$ cat src/rtl/mem_port_arbiter_pkg.sv
// ----------------------------------------------------------------------------
// mem_port_arbiter_pkg
//   Shared types and helpers for the BRAM port arbiter.
//   Contents:
//     arb_state_t : arbitration state (no owner / DMA burst owner)
//     is_read()   : a request with all byte enables low is a read
// ----------------------------------------------------------------------------
package mem_port_arbiter_pkg;

    localparam int XLEN_DEFAULT = 32;

    typedef enum logic {
        ST_ARB   = 1'b0,
        ST_LOCK1 = 1'b1
    } arb_state_t;

    function automatic logic is_read(input logic [3:0] we);
        return (we == 4'b0000);
    endfunction

endpackage

$ cat src/rtl/mem_port_arbiter_rr.sv
// ----------------------------------------------------------------------------
// rr_arbiter2
//   Two-way round-robin pick with a pointer register.
//   Ports:
//     clk, reset : clock, synchronous active-high reset (pointer -> 0)
//     req[1:0]   : request per port
//     update     : when high and a grant is issued, pointer <= ~winner
//     gnt[1:0]   : one-hot (or zero) combinational grant
//   With both ports requesting, the port named by the pointer wins.
// ----------------------------------------------------------------------------
module rr_arbiter2
    import mem_port_arbiter_pkg::*;
(
    input  logic       clk,
    input  logic       reset,
    input  logic [1:0] req,
    input  logic       update,
    output logic [1:0] gnt
);

    logic ptr;

    always_comb begin
        gnt = req;
        if (req == 2'b11) begin
            gnt = ptr ? 2'b10 : 2'b01;
        end
    end

    always_ff @(posedge clk) begin
        if (reset) begin
            ptr <= 1'b0;
        end else if (update && (gnt != 2'b00)) begin
            ptr <= ~gnt[1];
        end
    end

endmodule

$ cat src/rtl/mem_port_arbiter.sv
// ----------------------------------------------------------------------------
// mem_port_arbiter
//   Shares one single-port synchronous BRAM (1-cycle read latency) between
//   the core data port (0) and a DMA/bootloader engine (1). Round-robin
//   arbitration; port 1 may hold the BRAM for a bounded burst via lock1.
//   Ports:
//     clk, reset                          : clock, sync active-high reset
//     req0/we0/adr0/wdata0                : core request
//     gnt0/rvalid0/rdata0/core_stall      : core response, stall = req0&~gnt0
//     req1/we1/adr1/wdata1/lock1          : DMA request, lock1 = burst wish
//     gnt1/rvalid1/rdata1                 : DMA response
//     mem_en/mem_we/mem_addr/mem_wdata    : BRAM command (zero when idle)
//     mem_rdata                           : BRAM read data (cycle after read)
// ----------------------------------------------------------------------------
module mem_port_arbiter
    import mem_port_arbiter_pkg::*;
#(
    parameter int XLEN      = XLEN_DEFAULT,
    parameter int ADDR_W    = 14,
    parameter int MAX_BURST = 8
) (
    input  logic              clk,
    input  logic              reset,
    input  logic              req0,
    input  logic [3:0]        we0,
    input  logic [XLEN-1:0]   adr0,
    input  logic [XLEN-1:0]   wdata0,
    output logic              gnt0,
    output logic              rvalid0,
    output logic [XLEN-1:0]   rdata0,
    output logic              core_stall,
    input  logic              req1,
    input  logic [3:0]        we1,
    input  logic [XLEN-1:0]   adr1,
    input  logic [XLEN-1:0]   wdata1,
    input  logic              lock1,
    output logic              gnt1,
    output logic              rvalid1,
    output logic [XLEN-1:0]   rdata1,
    output logic              mem_en,
    output logic [3:0]        mem_we,
    output logic [ADDR_W-1:0] mem_addr,
    output logic [XLEN-1:0]   mem_wdata,
    input  logic [XLEN-1:0]   mem_rdata
);

    localparam int CNT_W = $clog2(MAX_BURST + 1);
    localparam logic [CNT_W-1:0] CNT_MAX = CNT_W'(MAX_BURST);

    arb_state_t       state;
    logic [CNT_W-1:0] burst_cnt;
    logic [1:0]       arb_req;
    logic [1:0]       arb_gnt;
    logic             arb_update;
    logic             lock_gnt;
    logic             rsp_pending;
    logic             rsp_owner;

    // Byte offset and upper address bits are not used by this block.
    logic unused_adr_bits;
    assign unused_adr_bits = ^{adr0[XLEN-1:ADDR_W+2], adr0[1:0],
                               adr1[XLEN-1:ADDR_W+2], adr1[1:0]};

    rr_arbiter2 u_rr (
        .clk    (clk),
        .reset  (reset),
        .req    (arb_req),
        .update (arb_update),
        .gnt    (arb_gnt)
    );

    // While locked the DMA is granted directly and the round-robin pointer
    // is frozen. A release (req1/lock1 low) hands the same cycle back to the
    // normal round-robin pick; a forced release offers the arbiter only
    // port 0, which also leaves the pointer at 1.
    always_comb begin
        arb_req    = '0;
        arb_update = 1'b0;
        lock_gnt   = 1'b0;
        if (!reset) begin
            case (state)
                ST_ARB: begin
                    arb_req    = {req1, req0};
                    arb_update = 1'b1;
                end
                ST_LOCK1: begin
                    if (!req1 || !lock1) begin
                        arb_req    = {req1, req0};
                        arb_update = 1'b1;
                    end else if ((burst_cnt == CNT_MAX) && req0) begin
                        arb_req    = 2'b01;
                        arb_update = 1'b1;
                    end else begin
                        lock_gnt = 1'b1;
                    end
                end
                default: ;
            endcase
        end
    end

    assign gnt0       = arb_gnt[0];
    assign gnt1       = arb_gnt[1] | lock_gnt;
    assign core_stall = req0 & ~gnt0;

    always_comb begin
        mem_en    = 1'b0;
        mem_we    = '0;
        mem_addr  = '0;
        mem_wdata = '0;
        if (gnt0) begin
            mem_en    = 1'b1;
            mem_we    = we0;
            mem_addr  = adr0[ADDR_W+1:2];
            mem_wdata = wdata0;
        end else if (gnt1) begin
            mem_en    = 1'b1;
            mem_we    = we1;
            mem_addr  = adr1[ADDR_W+1:2];
            mem_wdata = wdata1;
        end
    end

    always_ff @(posedge clk) begin
        if (reset) begin
            state     <= ST_ARB;
            burst_cnt <= '0;
        end else if (lock_gnt) begin
            state <= ST_LOCK1;
            if (burst_cnt != CNT_MAX) begin
                burst_cnt <= burst_cnt + CNT_W'(1);
            end
        end else if (arb_gnt[1] && lock1) begin
            state     <= ST_LOCK1;
            burst_cnt <= CNT_W'(1);
        end else begin
            state     <= ST_ARB;
            burst_cnt <= '0;
        end
    end

    always_ff @(posedge clk) begin
        if (reset) begin
            rsp_pending <= 1'b0;
            rsp_owner   <= 1'b0;
        end else begin
            rsp_pending <= (gnt0 && is_read(we0)) || (gnt1 && is_read(we1));
            rsp_owner   <= gnt1;
        end
    end

    // Reset drops an in-flight read in the cycle it is asserted.
    assign rvalid0 = rsp_pending & ~rsp_owner & ~reset;
    assign rvalid1 = rsp_pending &  rsp_owner & ~reset;
    assign rdata0  = rvalid0 ? mem_rdata : '0;
    assign rdata1  = rvalid1 ? mem_rdata : '0;

endmodule

$ cat config.mk
export PLATFORM = sky130hd
export DESIGN_NAME = mem_port_arbiter
export DESIGN_NICKNAME = d
export VERILOG_FILES = /design/src/rtl/mem_port_arbiter_pkg.sv /design/src/rtl/mem_port_arbiter_rr.sv /design/src/rtl/mem_port_arbiter.sv
export SDC_FILE = /design/constraint.sdc
export NUM_CORES = 1
export LEC_CHECK = 0
export CAP_MARGIN = 25
export CORE_AREA = 5 5 112 114
export DETAILED_ROUTE_END_ITERATION = 6
export DIE_AREA = 0 0 117 119
export PLACE_DENSITY_LB_ADDON = 0.3
export SYNTH_ARGS = -nofsm -noshare
export SYNTH_HDL_FRONTEND = slang
export SYNTH_SLANG_ARGS = --single-unit
$ cat constraint.sdc
create_clock -name clk -period 3.2 [get_ports clk]
set_input_delay 0.32 -clock clk [delete_from_list [all_inputs] [get_ports clk]]
set_output_delay 0.32 -clock clk [all_outputs]
set_load 0.02 [all_outputs]
==> After elaboration in Yosys (flattened, before gate mapping) <==
Cells that the tools add are included.
{ "totals": {"reg_bits": 8, "inputBits": 173, "out_inout_bits": 120, "word_cells": 62} }
{ "classes": {"addsub": 1, "eq_ne": 4, "mux": 29, "n_bitwise": 11, "n_reduce_logical": 12} }
{ "op_table": {"columns": ["op", "count"], "rows": [
  ["$mux W32", 4],
  ["$mux W14", 2],
  ["$mux W4", 4],
  ["$mux W1", 13],
  ["$logic_not A4 Y1", 2],
  ["$mux W2", 4],
  ["$and A1 B1 Y1", 5],
  ["$logic_and A1 B1 Y1", 5],
  ["$not A1 Y1", 5],
  ["$add A4 B1 Y4 const B", 1],
  ["$eq A4 B4 Y1 const B", 1],
  ["$ne A4 B4 Y1 const B", 1],
  ["$pmux W2 S2", 1],
  ["$eq A2 B2 Y1 const B", 1],
  ["$logic_not A1 Y1", 2],
  ["$logic_or A1 B1 Y1", 2],
  ["$ne A2 B1 Y1 const B", 1],
  ["$pmux W1 S2", 1],
  ["$reduce_bool A2 Y1", 1],
  ["$or A1 B1 Y1", 1]
]} }

==> Logic depth before layout (Yosys ltp) <==
Gate-level depths: netlist of the first run.
{ "depth": {"word_depth": 11, "ltp_mapped": 9, "mapped_depth_nobuf": 6} }

==> Hierarchy <==
A second synthesis of the first run with hierarchy kept.
{ "hier_totals": {"cells_unflattened": 241, "hier_area_um2": 1752.9} }
{ "modules_own_cells": {"columns": ["mod", "n_inst", "cells_per_inst", "area_per_inst_um2", "seq_area_each_um2"], "rows": [
  ["mem_port_arbiter", 1, 234, 1687.9, 140.1],
  ["rr_arbiter2", 1, 7, 65.1, 20.0]
]} }

==> Least setup slack after synthesis of the first run <==
No wires, ideal clock.
{ "synth_path": {"path_kind": "register -> output", "startpoint": "register burst_cnt[0]", "endpoint": "output mem_addr[1]", "t_arrival_ps": 2019, "required_ps": 2880, "setup_slack_ps": 861, "stages_incl_launch_ff": 8, "path_buffers": 2, "path_cell_list": "dfxtp_1 > inv_1 > ha_1 > and3b_1 > buf_6 > a221oi_2 > clkbuf_1 > a22o_1"} }
{ "synth_via": {"elab_chain_len": 11, "word_cells_on_any_way": 15, "classes_between": "eq/ne (2); mux (11); bitwise (1); reduce/logical (1)"} }
{ "synth_rtl": {"columns": ["item", "line", "rtl"], "rows": [
  ["start, declared", "mem_port_arbiter.sv:51", "logic [CNT_W-1:0] burst_cnt;"],
  ["start signal, assigned", "mem_port_arbiter.sv:131", "burst_cnt <= burst_cnt + CNT_W'(1);"],
  ["$eq A4 B4 Y1 *", "mem_port_arbiter.sv:90", "end else if ((burst_cnt == CNT_MAX) && req0) begin"],
  ["$logic_and A1 B1 Y1 *", "mem_port_arbiter.sv:90", null],
  ["$mux W1", "mem_port_arbiter.sv:90", null],
  ["$mux W2", "mem_port_arbiter.sv:87", "if (!req1 || !lock1) begin"],
  ["$pmux W2 S2", "mem_port_arbiter.sv:81", "case (state)"],
  ["$mux W2", "mem_port_arbiter.sv:80", "if (!reset) begin"],
  ["$eq A2 B2 Y1", "mem_port_arbiter_rr.sv:25", "if (req == 2'b11) begin"],
  ["$mux W2", "mem_port_arbiter_rr.sv:25", null],
  ["$or A1 B1 Y1 *", "mem_port_arbiter.sv:103", "assign gnt1 = arb_gnt[1] | lock_gnt;"],
  ["net gnt1", "mem_port_arbiter.sv:37", "output logic gnt1,"],
  ["$mux W14 *", "mem_port_arbiter.sv:116", "end else if (gnt1) begin"],
  ["$mux W14 *", "mem_port_arbiter.sv:111", "if (gnt0) begin"],
  ["end, declared", "mem_port_arbiter.sv:42", "output logic [ADDR_W-1:0] mem_addr,"]
]} }
Mark *: on every way through the listed nets, which the timed path passes. The rest lies on a longest branch.

==> Final worst setup path of the first run <==
{ "layout_path": {"startpoint": "register burst_cnt[0]", "endpoint": "output mem_en"} }
{ "layout_via": {"elab_chain_len": 11, "word_cells_on_any_way": 15, "classes_between": "eq/ne (2); mux (11); bitwise (1); reduce/logical (1)"} }
{ "layout_rtl": {"columns": ["item", "line", "rtl"], "rows": [
  ["$eq A4 B4 Y1 *", "mem_port_arbiter.sv:90", null],
  ["$logic_and A1 B1 Y1 *", "mem_port_arbiter.sv:90", null],
  ["$mux W1", "mem_port_arbiter.sv:90", null],
  ["$mux W2", "mem_port_arbiter.sv:87", null],
  ["$pmux W2 S2", "mem_port_arbiter.sv:81", null],
  ["$mux W2", "mem_port_arbiter.sv:80", null],
  ["$eq A2 B2 Y1", "mem_port_arbiter_rr.sv:25", null],
  ["$mux W2", "mem_port_arbiter_rr.sv:25", null],
  ["$or A1 B1 Y1", "mem_port_arbiter.sv:103", null],
  ["$mux W1", "mem_port_arbiter.sv:116", null],
  ["$mux W1 *", "mem_port_arbiter.sv:111", null],
  ["end, declared", "mem_port_arbiter.sv:40", "output logic mem_en,"]
]} }
Every way passes the cells marked *; elsewhere a longest branch is shown, timed or not.

==> summary.md, run 1 <==
| Metric | Value |
|---|---|
| # setup viols final | 0 |
| Sequential share of the synthesized area | 11.6% |
| Diode count | 0 |
| Met3 usage | 5.32% |
| Latest clock arrival within the worst-skew pair | 0.23 ns |
| Worst Max-Slew Pin Slew | 0.317 ns |
| Die height | 119 um |
| Fin crit share | 94.3% |
| Post-Layout Cell Count | 565 |
| Endpoints failing hold | 0 |
| Post-synth EDFFs | 0 |
| Clock Power Share | 27.7% |
| Max Cap Viol | 0 |
| Cell-by-cell listing of the critical path | inv_1 -> ha_1 -> and3b_1 -> or3b_1 -> and4b_2 -> buf_12 -> or2_2 -> clkdlybuf4s50_1 |
| Clock sink total | 8 |
| Root buf cell | clkbuf_16 |
| Total Routing Usage GR | 10.5% |
| Initial antenna violation count | 0 |
| Syn Inst Count | 175 |
| Hold_buf cts | 0 |
| Met2 Use GR | 20.3% |
| Fin worst setup slack | 0.184 ns |
| Sw Pwr | 0.000210 W |
| Worst Skew | 0.000826 ns |
| Antenna Nets Post-Route | 0 |
| Power per standard cell area | 180 mW/mm2 |
| Synth-to-Final Area Change | 202% |
| RSZ-0062 raised after global routing | no |
| Post-Place Setup Slack | 0.342 ns |
| Pleak | 1.56 nW |
| WP buf/inv | 3 |
| Startpoint Class | flip-flop |
| Top cell family by delay on the critical path | simple AND/OR/NAND/NOR gates |
| Switch share | 28.1% |
| Final #Nets | 599 |
| CP max stage cell | clkdlybuf4s50_1 |
| Register area | 160 um2 |
| Syn nets | 350 |
| Htree depth | 1 |
| Largest net degree at the start of global routing | 55 |
| Largest cells by area after synthesis | a22o_1 (32%), and2_1 (29%), dfxtp_1 (12%), buf_6 (5.7%), clkbuf_1 (3.0%) |
| Vias in the first global route | 2,416 |
| Vias | 2,342 |
| Data required, critical path | 2.88 ns |
| Die Wd | 117 um |
| WL final | 8460 um |
| TritonCTS clock tree | yes |
| Gp weighted congestion | 0.772 |
| Pre-Repair DR Iteration Count | 4 |
| Seq cells post-synth | 8 |
| Inst Count DP | 562 |
| Flop pwr share | 14.1% |
| Area taken by multi-input logic gates | 0.00110 mm2 |
| Total CTS buffers | 3 |
| First-pass GRT wire length | 12,000 um |
| Crit path arrival time | 2.70 ns |
| Clock transition at path regs | 0.04 ns |
| Share of the synthesized area in the top cell type | 32.5% |
| CP Max Fanout | 54 |
| Placeable core area | 0.0113 mm2 |
| Share of post-route cells with drive strength above 1 | 3.55% |
| Max_slew headroom | 78.8% |
| Post-Syn Area | 0.00138 mm2 |
| Setup TNS | 0 ns |
| Outcome | complete, no violations |
| Top-count cell post-synth | and2_1 |
| Grt total ovfl | 0 |
| I/O Pins | 293 |
| Final Max Slew Viols | 0 |
| HPWL Detailed | 7380 um |
| Post-cts gate resize count | 0 |
| Postcts setup bufs | 0 |
| Yosys warns | 0 |
| DRC Markers | 0 |
| Comb pwr share | 58.2% |
| # rows | 39 |
| Synth top cells by count | and2_1 (64), a22o_1 (51), clkbuf_1 (11) |
| Worst setup path class | flip-flop to output pin |
| Iteration-0 DRC Markers | 94 |
| Async set-or-reset flop fraction in the synthesized netlist | 0% |
| Clock period minus final worst setup slack | 3.02 ns |
| GRT busiest layer | met2 |
| Max frequency | 0.332 GHz |
| Main synth FF type | dfxtp_1 |
| Vias/cell | 4.15 |
| Internal Pwr Total | 0.000538 W |
| Worst vdd ir | 0.150 mV |
| Avg WL per Cell | 15.0 um |
| GR Layer Usage met1 | 10.2% |
| Synth area leader | a22o_1 |
| FILL cells | 1,194 |
| Clock Tree Buf Depth | 2 |
| Slowest stage delay, CP | 0.54 ns |
| Crit. End Element | output pin |
| Die area | 0.0139 mm2 |
| Synth cell types | 30 |
| Class of the worst hold path | flip-flop to flip-flop |
| I/O Buffers | 256 |
| Starting Density | 12.1% |
| Synthesized area per cell | 7.86 um2 |
[worst register-to-register path, cell delays in order, from the launching register on]
cell and delay (ns):
dfxtp_1 0.35, inv_1 0.08, ha_1 0.19, and3b_1 0.17, or3b_1 0.39, and4b_2 0.24, buf_12 0.18, a22o_1 0.28
[registers in the layout, indices dropped and copies added (netlist names)]
register,cells
rsp_pending,1
state,1
u_rr.ptr,1
rsp_owner,1
burst_cnt,4
[per-layer routing]
metal | up-vias | wire length (um)
li1 | 1138 | -
met1 | 1020 | 2870
met2 | 180 | 4200
met3 | 4 | 1360
met4 | 0 | 28
met5 | - | 0
[cell families (layout without fill, tap and decap cells)]
logic type,Yosys count,count (layout),synth area share [%]
flops,8,8,11.6
simple gates,84,84,38.4
buf+inv,20,267,9.28
compound gates,57,57,36.2
fa+ha+maj,2,2,1.82
mux,1,1,0.728
xor+xnor,3,3,1.91
[cell usage in the layout (no fill, tap or decap)]
cell type          n
a311oi_1           1
a221oi_4           1
a211o_1            1
nor3_1             1
or3b_1             1
nor4_1             2
nand3_1            2
nor3b_2            1
ha_1               2
a22o_1            51
o21ai_0            1
nor2b_1            2
inv_1              2
dfxtp_1            8
mux2i_1            1
nand2b_1           1
nor2_1             2
a21oi_1            1
a221oi_1           1
xor2_1             1
and2_1            64
nand2_1            2
and3_1             1
and3b_1            2
xnor2_1            2
clkbuf_16          3
clkdlybuf4s50_1  255
or4b_2             1
or2_2              1
buf_4              5
buf_12             2
and4b_2            1
[stage by stage]
stage,util [%],area (um2),total power [W],hold slack (ns)
after global routing,36.7,4160,0.000784,0.550
after detailed placement,36.1,4080,0.000546,0.506
after floorplan,-,1380,0.000259,0.392
after CTS,36.7,4160,0.000758,0.520
after global placement,36.1,4080,0.000544,0.492
final,36.7,4160,0.000748,0.522
[final timing paths]
check	start	end	slack [ns]	depth (start not counted)
worst max-delay path	burst_cnt[0]	mem_en	0.18	8
worst min-delay path	burst_cnt[3]	burst_cnt[3]	0.52	2
worst min register to register	burst_cnt[3]	burst_cnt[3]	0.52	2
worst max register to register	burst_cnt[0]	rsp_pending	1.21	7
[layout make-up]
cell class / instances / share of cell area (%)
timing repair buffer: 262 / 63.3
inverter: 2 / 0.181
clock buffer: 3 / 1.81
multi-input combinational: 147 / 26.6
tap: 143 / 4.30
sequential: 8 / 3.85
[power by group through the flow]
stage | Combinational (W) | Clock, W | Sequential, W
after floorplan | 0.000152 | 0 | 0.000107
after global placement | 0.000437 | 0 | 0.000107
after detailed placement | 0.000438 | 0 | 0.000107
after CTS | 0.000442 | 0.000210 | 0.000106
after global routing | 0.000462 | 0.000215 | 0.000106
final | 0.000435 | 0.000207 | 0.000106
(Power assumes the default switching activity.)
==> run 2, diff against run 1 <==
--- a/config.mk
+++ b/config.mk
@@ -9,7 +9,7 @@
 export CORE_AREA = 5 5 112 114
 export DETAILED_ROUTE_END_ITERATION = 6
 export DIE_AREA = 0 0 117 119
-export PLACE_DENSITY_LB_ADDON = 0.3
+export PLACE_DENSITY_LB_ADDON = 0.08
 export SYNTH_ARGS = -nofsm -noshare
 export SYNTH_HDL_FRONTEND = slang
 export SYNTH_SLANG_ARGS = --single-unit
==> run 2 against run 1 <==
Compared with the run above:
- sequential share of layout area about the same
- setup slack got worse by 0.030 ns
- sequential power barely moved
- count of clock-buffer cells in the layout unchanged
- largest power group unchanged
- highest routed layer unchanged
==> summary.md, run 2 (synthesis results as in run 1) <==
| Metric | Value |
|---|---|
| Hold path start | burst_cnt[3] (unchanged) |
| Crit. End Element | output pin (unchanged) |
| Crit. Startpoint | burst_cnt[0] (unchanged) |
| Grt total ovfl | 0 (unchanged) |
| Latest clock arrival within the worst-skew pair | 0.23 ns (about the same) |
| Avg WL per Cell | 16.2 um (was 15.0 um) |
| Final Max Slew Viols | 0 (unchanged) |
| Share of post-route cells with drive strength above 1 | 3.32% (was 3.55%) |
| Die height | 119 um (unchanged) |
| # setup viols final | 0 (unchanged) |
| Post-cts gate resize count | 0 (unchanged) |
| Max FFs per register | 4 (unchanged) |
| Met3 usage | 2.79% (was 5.32%) |
| Vias | 2,279 (was 2,342) |
| Die area | 0.0139 mm2 (unchanged) |
| Fin crit share | 95.2% (was 94.3%) |
| Worst vdd ir | 0.121 mV (was 0.150 mV) |
| Setup TNS | 0 ns (unchanged) |
| Die Wd | 117 um (unchanged) |
| Commonest cells after routing, fill and taps aside | clkdlybuf4s50_1 (256), and2_1 (64), a22o_1 (51), dfxtp_1 (8), buf_4 (4) (was clkdlybuf4s50_1 (255), and2_1 (64), a22o_1 (51), dfxtp_1 (8), buf_4 (5)) |
| Diode count | 0 (unchanged) |
| Pre-Repair DR Iteration Count | 4 (unchanged) |
| GR Layer Usage met1 | 12.4% (was 10.2%) |
| Commonest non-fill, non-tap cell in the layout | clkdlybuf4s50_1 (unchanged) |
| Hold_buf cts | 0 (unchanged) |
| I/O Pins | 293 (unchanged) |
| Max Cap Viol | 0 (unchanged) |
| Synth-to-Final Area Change | 202% (about the same) |
| Htree depth | 1 (unchanged) |
| CP Max Fanout | 54 (unchanged) |
| Crit path arrival time | 2.73 ns (was 2.70 ns) |
| Biggest register | burst_cnt (unchanged) |
| Clock sink total | 8 (unchanged) |
| Crit Reg-Reg Endpoint | rsp_pending (unchanged) |
| Worst Skew | 0.00380 ns (was 0.000826 ns) |
| Endpoint, Worst Hold | burst_cnt[3] (unchanged) |
| I/O Buffers | 256 (unchanged) |
| Worst Max-Slew Pin Slew | 0.288 ns (was 0.317 ns) |
| Postcts setup bufs | 0 (unchanged) |
| Clock Tree Buf Depth | 2 (unchanged) |
| Placed Area | 0.00408 mm2 (about the same) |
| WL final | 9130 um (was 8460 um) |
| Max_slew headroom | 80.8% (was 78.8%) |
| Largest net degree at the start of global routing | 55 (unchanged) |
| RSZ-0062 raised after global routing | no (unchanged) |
| Class of the worst hold path | flip-flop to flip-flop (unchanged) |
| Starting Density | 12.1% (unchanged) |
| R2r setup slk | 1.23 ns (was 1.21 ns) |
| # rows | 39 (unchanged) |
| Total CTS buffers | 3 (unchanged) |
| Vias/cell | 4.03 (was 4.15) |
| Endpoints failing hold | 0 (unchanged) |
| Vias in the first global route | 2,274 (was 2,416) |
| First-pass GRT wire length | 12,800 um (was 12,000 um) |
| Clock period minus final worst setup slack | 3.05 ns (was 3.02 ns) |
| Final #Nets | 599 (unchanged) |
| DRC Markers | 0 (unchanged) |
| Initial antenna violation count | 0 (unchanged) |
| Iteration-0 DRC Markers | 72 (was 94) |
| Pleak | 1.56 nW (about the same) |
| TritonCTS clock tree | yes (unchanged) |
| Origin of the critical flop-to-flop path | burst_cnt[0] (unchanged) |
| HPWL Detailed | 7700 um (was 7380 um) |
| Startpoint Class | flip-flop (unchanged) |
| Antenna Nets Post-Route | 0 (unchanged) |
| Gp weighted congestion | 0.775 (was 0.772) |
| Clock transition at path regs | 0.04 ns (about the same) |
| Max frequency | 0.328 GHz (was 0.332 GHz) |
| R2R cell count | 7 (unchanged) |
| Data required, critical path | 2.88 ns (about the same) |
| Outcome | complete, no violations (unchanged) |
| Worst setup path class | flip-flop to output pin (unchanged) |
| Placeable core area | 0.0113 mm2 (unchanged) |
| Power per standard cell area | 182 mW/mm2 (was 180 mW/mm2) |
| Design Area, Final | 0.00416 mm2 (about the same) |
| Met2 Use GR | 22.8% (was 20.3%) |
| Total Routing Usage GR | 11.7% (was 10.5%) |
| GRT busiest layer | met2 (unchanged) |
| Worst hold stages | 2 (unchanged) |
| Root buf cell | clkbuf_16 (unchanged) |
run 2: critical path, cell delays in order, from the launching register on:
cell and delay [ns]:
dfxtp_1 0.34, inv_1 0.08, ha_1 0.19, and3b_1 0.18
or3b_1 0.39, and4b_2 0.24, buf_12 0.19, or2_2 0.31
clkdlybuf4s50_1 0.56
run 2: worst max path at each step:
stage	end	slack, ns	cells after the start
global route	mem_en	0.02	8
CTS	mem_en	0.12	8
detailed placement	mem_en	0.31	6
global placement	mem_en	0.31	7
finish	mem_en	0.15	8
floorplan	mem_addr[1]	0.86	7
run 2: stage by stage:
stage               total power [W]  hold WS, ns  utilization, %  cells  setup WS [ns]
floorplan                  0.000259        0.392               -    175          0.861
global placement           0.000547        0.500            36.1    562          0.312
detailed placement         0.000549        0.506            36.1    562          0.311
CTS                        0.000768        0.512            36.7    565          0.122
global route               0.000797        0.548            36.7    565         0.0211
finish                     0.000759        0.508            36.7    565          0.154
run 2: cell type report:
type	instances	area, um2
Clock buffer	3	75.1
Multi-Input combinational cell	147	1100
Tap cell	143	179
Timing Repair Buffer	262	2630
Fill cell	1202	7160
Sequential cell	8	160
Inverter	2	7.51
run 2: layer usage:
metal	up-vias	share of wire [%]
li1	1136	-
met1	1009	36
met2	125	54
met3	9	9.6
met4	0	1.4
met5	-	0
run 2: report_power, final:
| group | switching (W) | total [W] | internal (W) | leakage (nW) |
|---|---|---|---|---|
| clock network | 0.0000536 | 0.000215 | 0.000162 | 0.0370 |
| registers | 0.00000227 | 0.000106 | 0.000103 | 0.0652 |
| logic | 0.000164 | 0.000438 | 0.000274 | 1.46 |
==> run 3, diff against run 2 <==
--- a/config.mk
+++ b/config.mk
@@ -9,6 +9,7 @@
 export CORE_AREA = 5 5 112 114
 export DETAILED_ROUTE_END_ITERATION = 6
 export DIE_AREA = 0 0 117 119
+export GPL_TIMING_DRIVEN = 0
 export PLACE_DENSITY_LB_ADDON = 0.08
 export SYNTH_ARGS = -nofsm -noshare
 export SYNTH_HDL_FRONTEND = slang
==> run 3 against run 2 <==
Compared with the run above:
- power decreased by 1.1%
- clock skew is 0.0028 ns lower
- final area up 3.9%
- sequential power is essentially flat
- critical endpoint is now mem_wdata[11]
==> summary.md, run 3 (synthesis results as in run 1) <==
| Metric | Value |
|---|---|
| Outcome | complete, no violations (unchanged) |
| Max_slew headroom | 51.3% (was 80.8%) |
| Worst hold stages | 2 (unchanged) |
| Startpoint Class | flip-flop (unchanged) |
| Crit path arrival time | 2.78 ns (was 2.73 ns) |
| Endpoints failing hold | 0 (unchanged) |
| HPWL Detailed | 8260 um (was 7700 um) |
| Endpoint, Worst Hold | burst_cnt[3] (unchanged) |
| Initial antenna violation count | 0 (unchanged) |
| Crit. End Element | output pin (unchanged) |
| Clock sink total | 8 (unchanged) |
| Grt total ovfl | 0 (unchanged) |
| Latest clock arrival within the worst-skew pair | 0.23 ns (about the same) |
| Post-Layout Cell Count | 577 (was 565) |
| CP Max Fanout | 10 (was 54) |
| Diode count | 0 (unchanged) |
| Top cell family by delay on the critical path | buffers and inverters (was simple AND/OR/NAND/NOR gates) |
| Inst Count DP | 574 (was 562) |
| Crit Reg-Reg Endpoint | rsp_pending (unchanged) |
| Data required, critical path | 2.88 ns (about the same) |
| Largest net degree at the start of global routing | 11 (was 55) |
| WP buf/inv | 5 (was 3) |
| Final Max Slew Viols | 0 (unchanged) |
| Final #Nets | 611 (was 599) |
| Hold_buf cts | 0 (unchanged) |
| I/O Pins | 293 (unchanged) |
| Pre-Repair DR Iteration Count | 4 (unchanged) |
| CP dominant cell by count | buf_6 |
| Clock Tree Buf Depth | 2 (unchanged) |
| Iteration-0 DRC Markers | 57 (was 72) |
| # setup viols final | 0 (unchanged) |
| Worst setup path class | flip-flop to output pin (unchanged) |
| Starting Density | 12.1% (unchanged) |
| Hold path start | burst_cnt[3] (unchanged) |
| WL final | 9350 um (was 9130 um) |
| Worst Max-Slew Pin Slew | 0.728 ns (was 0.288 ns) |
| Fin crit share | 96.9% (was 95.2%) |
| Antenna Nets Post-Route | 0 (unchanged) |
| Max FFs per register | 4 (unchanged) |
| R2R cell count | 9 (was 7) |
| Max Cap Viol | 0 (unchanged) |
| Postcts setup bufs | 0 (unchanged) |
| Die Wd | 117 um (unchanged) |
| Gp weighted congestion | 0.755 (was 0.775) |
| Fin worst setup slack | 0.0978 ns (was 0.154 ns) |
| Vias/cell | 4.04 (was 4.03) |
| CP max stage cell | clkdlybuf4s50_1 (unchanged) |
| Overall power | 0.000750 W (was 0.000759 W) |
| Total CTS buffers | 3 (unchanged) |
| Slowest stage delay, CP | 0.54 ns (was 0.56 ns) |
| Total Routing Usage GR | 12.0% (was 11.7%) |
| Commonest non-fill, non-tap cell in the layout | clkdlybuf4s50_1 (unchanged) |
| Switch share | 28.6% (was 29.0%) |
| DRC Markers | 0 (unchanged) |
| Commonest cells after routing, fill and taps aside | clkdlybuf4s50_1 (212), and2_1 (64), a22o_1 (51), dlymetal6s2s_1 (44), dfxtp_1 (8) (was clkdlybuf4s50_1 (256), and2_1 (64), a22o_1 (51), dfxtp_1 (8), buf_4 (4)) |
| RSZ-0062 raised after global routing | no (unchanged) |
| Die area | 0.0139 mm2 (unchanged) |
| Htree depth | 1 (unchanged) |
| R2r setup slk | 1.09 ns (was 1.23 ns) |
| Flop pwr share | 14.1% (was 13.9%) |
| Sw Pwr | 0.000215 W (was 0.000220 W) |
| Clock transition at path regs | 0.04 ns (about the same) |
| Clock Power Share | 27.9% (was 28.4%) |
| Max frequency | 0.322 GHz (was 0.328 GHz) |
| Worst Skew | 0.000952 ns (was 0.00380 ns) |
| Vias in the first global route | 2,341 (was 2,274) |
| Die height | 119 um (unchanged) |
| Comb pwr share | 58.0% (was 57.7%) |
| Avg WL per Cell | 16.2 um (about the same) |
| Clock period minus final worst setup slack | 3.10 ns (was 3.05 ns) |
| Biggest register | burst_cnt (unchanged) |
| Origin of the critical flop-to-flop path | burst_cnt[0] (unchanged) |
| Internal Pwr Total | 0.000535 W (was 0.000539 W) |
| Synth-to-Final Area Change | 214% (was 202%) |
| Power per standard cell area | 174 mW/mm2 (was 182 mW/mm2) |
| Cell-by-cell listing of the critical path | inv_1 -> ha_1 -> and3b_1 -> buf_6 -> or3b_1 -> and4b_1 -> buf_6 -> buf_6 -> a22o_1 -> clkdlybuf4s50_1 (was inv_1 -> ha_1 -> and3b_1 -> or3b_1 -> and4b_2 -> buf_12 -> or2_2 -> clkdlybuf4s50_1) |
| Vias | 2,331 (was 2,279) |
| TritonCTS clock tree | yes (unchanged) |
| # rows | 39 (unchanged) |
| I/O Buffers | 256 (unchanged) |
| Placeable core area | 0.0113 mm2 (unchanged) |
| Share of post-route cells with drive strength above 1 | 4.15% (was 3.32%) |
| Pleak | 2.26 nW (was 1.56 nW) |
| Worst vdd ir | 0.167 mV (was 0.121 mV) |
| Root buf cell | clkbuf_16 (unchanged) |
| Class of the worst hold path | flip-flop to flip-flop (unchanged) |
| Post-Place Setup Slack | -0.227 ns (was 0.311 ns) |
| First-pass GRT wire length | 13,200 um (was 12,800 um) |
-- run 3: cell types whose count changed in the layout (fill, tap and decap cells not counted) --
cell             change
clkbuf_4             +1
clkdlybuf4s50_1     -44
buf_6                +7
nor3b_1              +1
nor3b_2              -1
clkbuf_1             +6
and4b_1              +1
and4b_2              -1
buf_4                -4
dlymetal6s2s_1      +44
buf_12               -2
clkbuf_2             +4
-- run 3: timing repair --
item / in CTS / in global routing
setup endpoints to repair: 50 / 45
endpoints found under the hold margin: 0 / 0
gates resized for setup: 5 / 48
-- run 3: worst register-to-register path: stages, from the launching register on --
cell     delay (ns)
dfxtp_1        0.35
inv_1          0.08
ha_1           0.19
and3b_1        0.17
buf_6          0.14
or3b_1         0.39
and4b_1        0.19
buf_6          0.15
buf_6          0.15
a22o_1         0.21
-- run 3: final cells by class --
type	count	area, um2
Sequential cell	8	160
Multi-Input combinational cell	147	1100
Tap cell	143	179
Timing Repair Buffer	256	2670
Buffer	18	129
Inverter	2	7.51
Clock buffer	3	75.1
Fill cell	1181	7000
-- run 3: worst max-delay path by stage --
stage / start / endpoint / cells after the start
2_1_floorplan: burst_cnt[0] / mem_addr[1] / 7
3_3_place_gp: req0 / mem_we[1] / 6
3_5_place_dp: req0 / mem_we[1] / 6
4_1_cts: burst_cnt[0] / mem_we[1] / 8
5_1_grt: burst_cnt[0] / mem_wdata[19] / 10
6_report: burst_cnt[0] / mem_wdata[11] / 10
-- run 3: metrics by stage --
step           area, um2  hold WS, ns  util, %  setup TNS, ns
5_1_grt             4320        0.573     38.2              0
4_1_cts             4210        0.510     37.2              0
6_report            4320        0.513     38.2              0
3_3_place_gp        4120        0.499     36.4          -2.53
3_5_place_dp        4120        0.502     36.4          -3.10
2_1_floorplan       1380        0.392        -              0
-- run 3: power by group through the flow --
| stage | Clock (W) | Sequential (W) | Combinational, W |
|---|---|---|---|
| 4_1_cts | 0.000212 | 0.000106 | 0.000451 |
| 3_5_place_dp | 0 | 0.000107 | 0.000446 |
| 6_report | 0.000209 | 0.000106 | 0.000435 |
| 5_1_grt | 0.000220 | 0.000106 | 0.000464 |
| 3_3_place_gp | 0 | 0.000107 | 0.000446 |
| 2_1_floorplan | 0 | 0.000107 | 0.000152 |
-- run 3: metal layers --
metal	global-route usage, %	up-vias	share of wire (%)
li1	-	1169	-
met1	12.6	1024	35
met2	23.3	130	54
met3	3.30	8	9.6
met4	2.72	0	1.6
met5	0	-	0
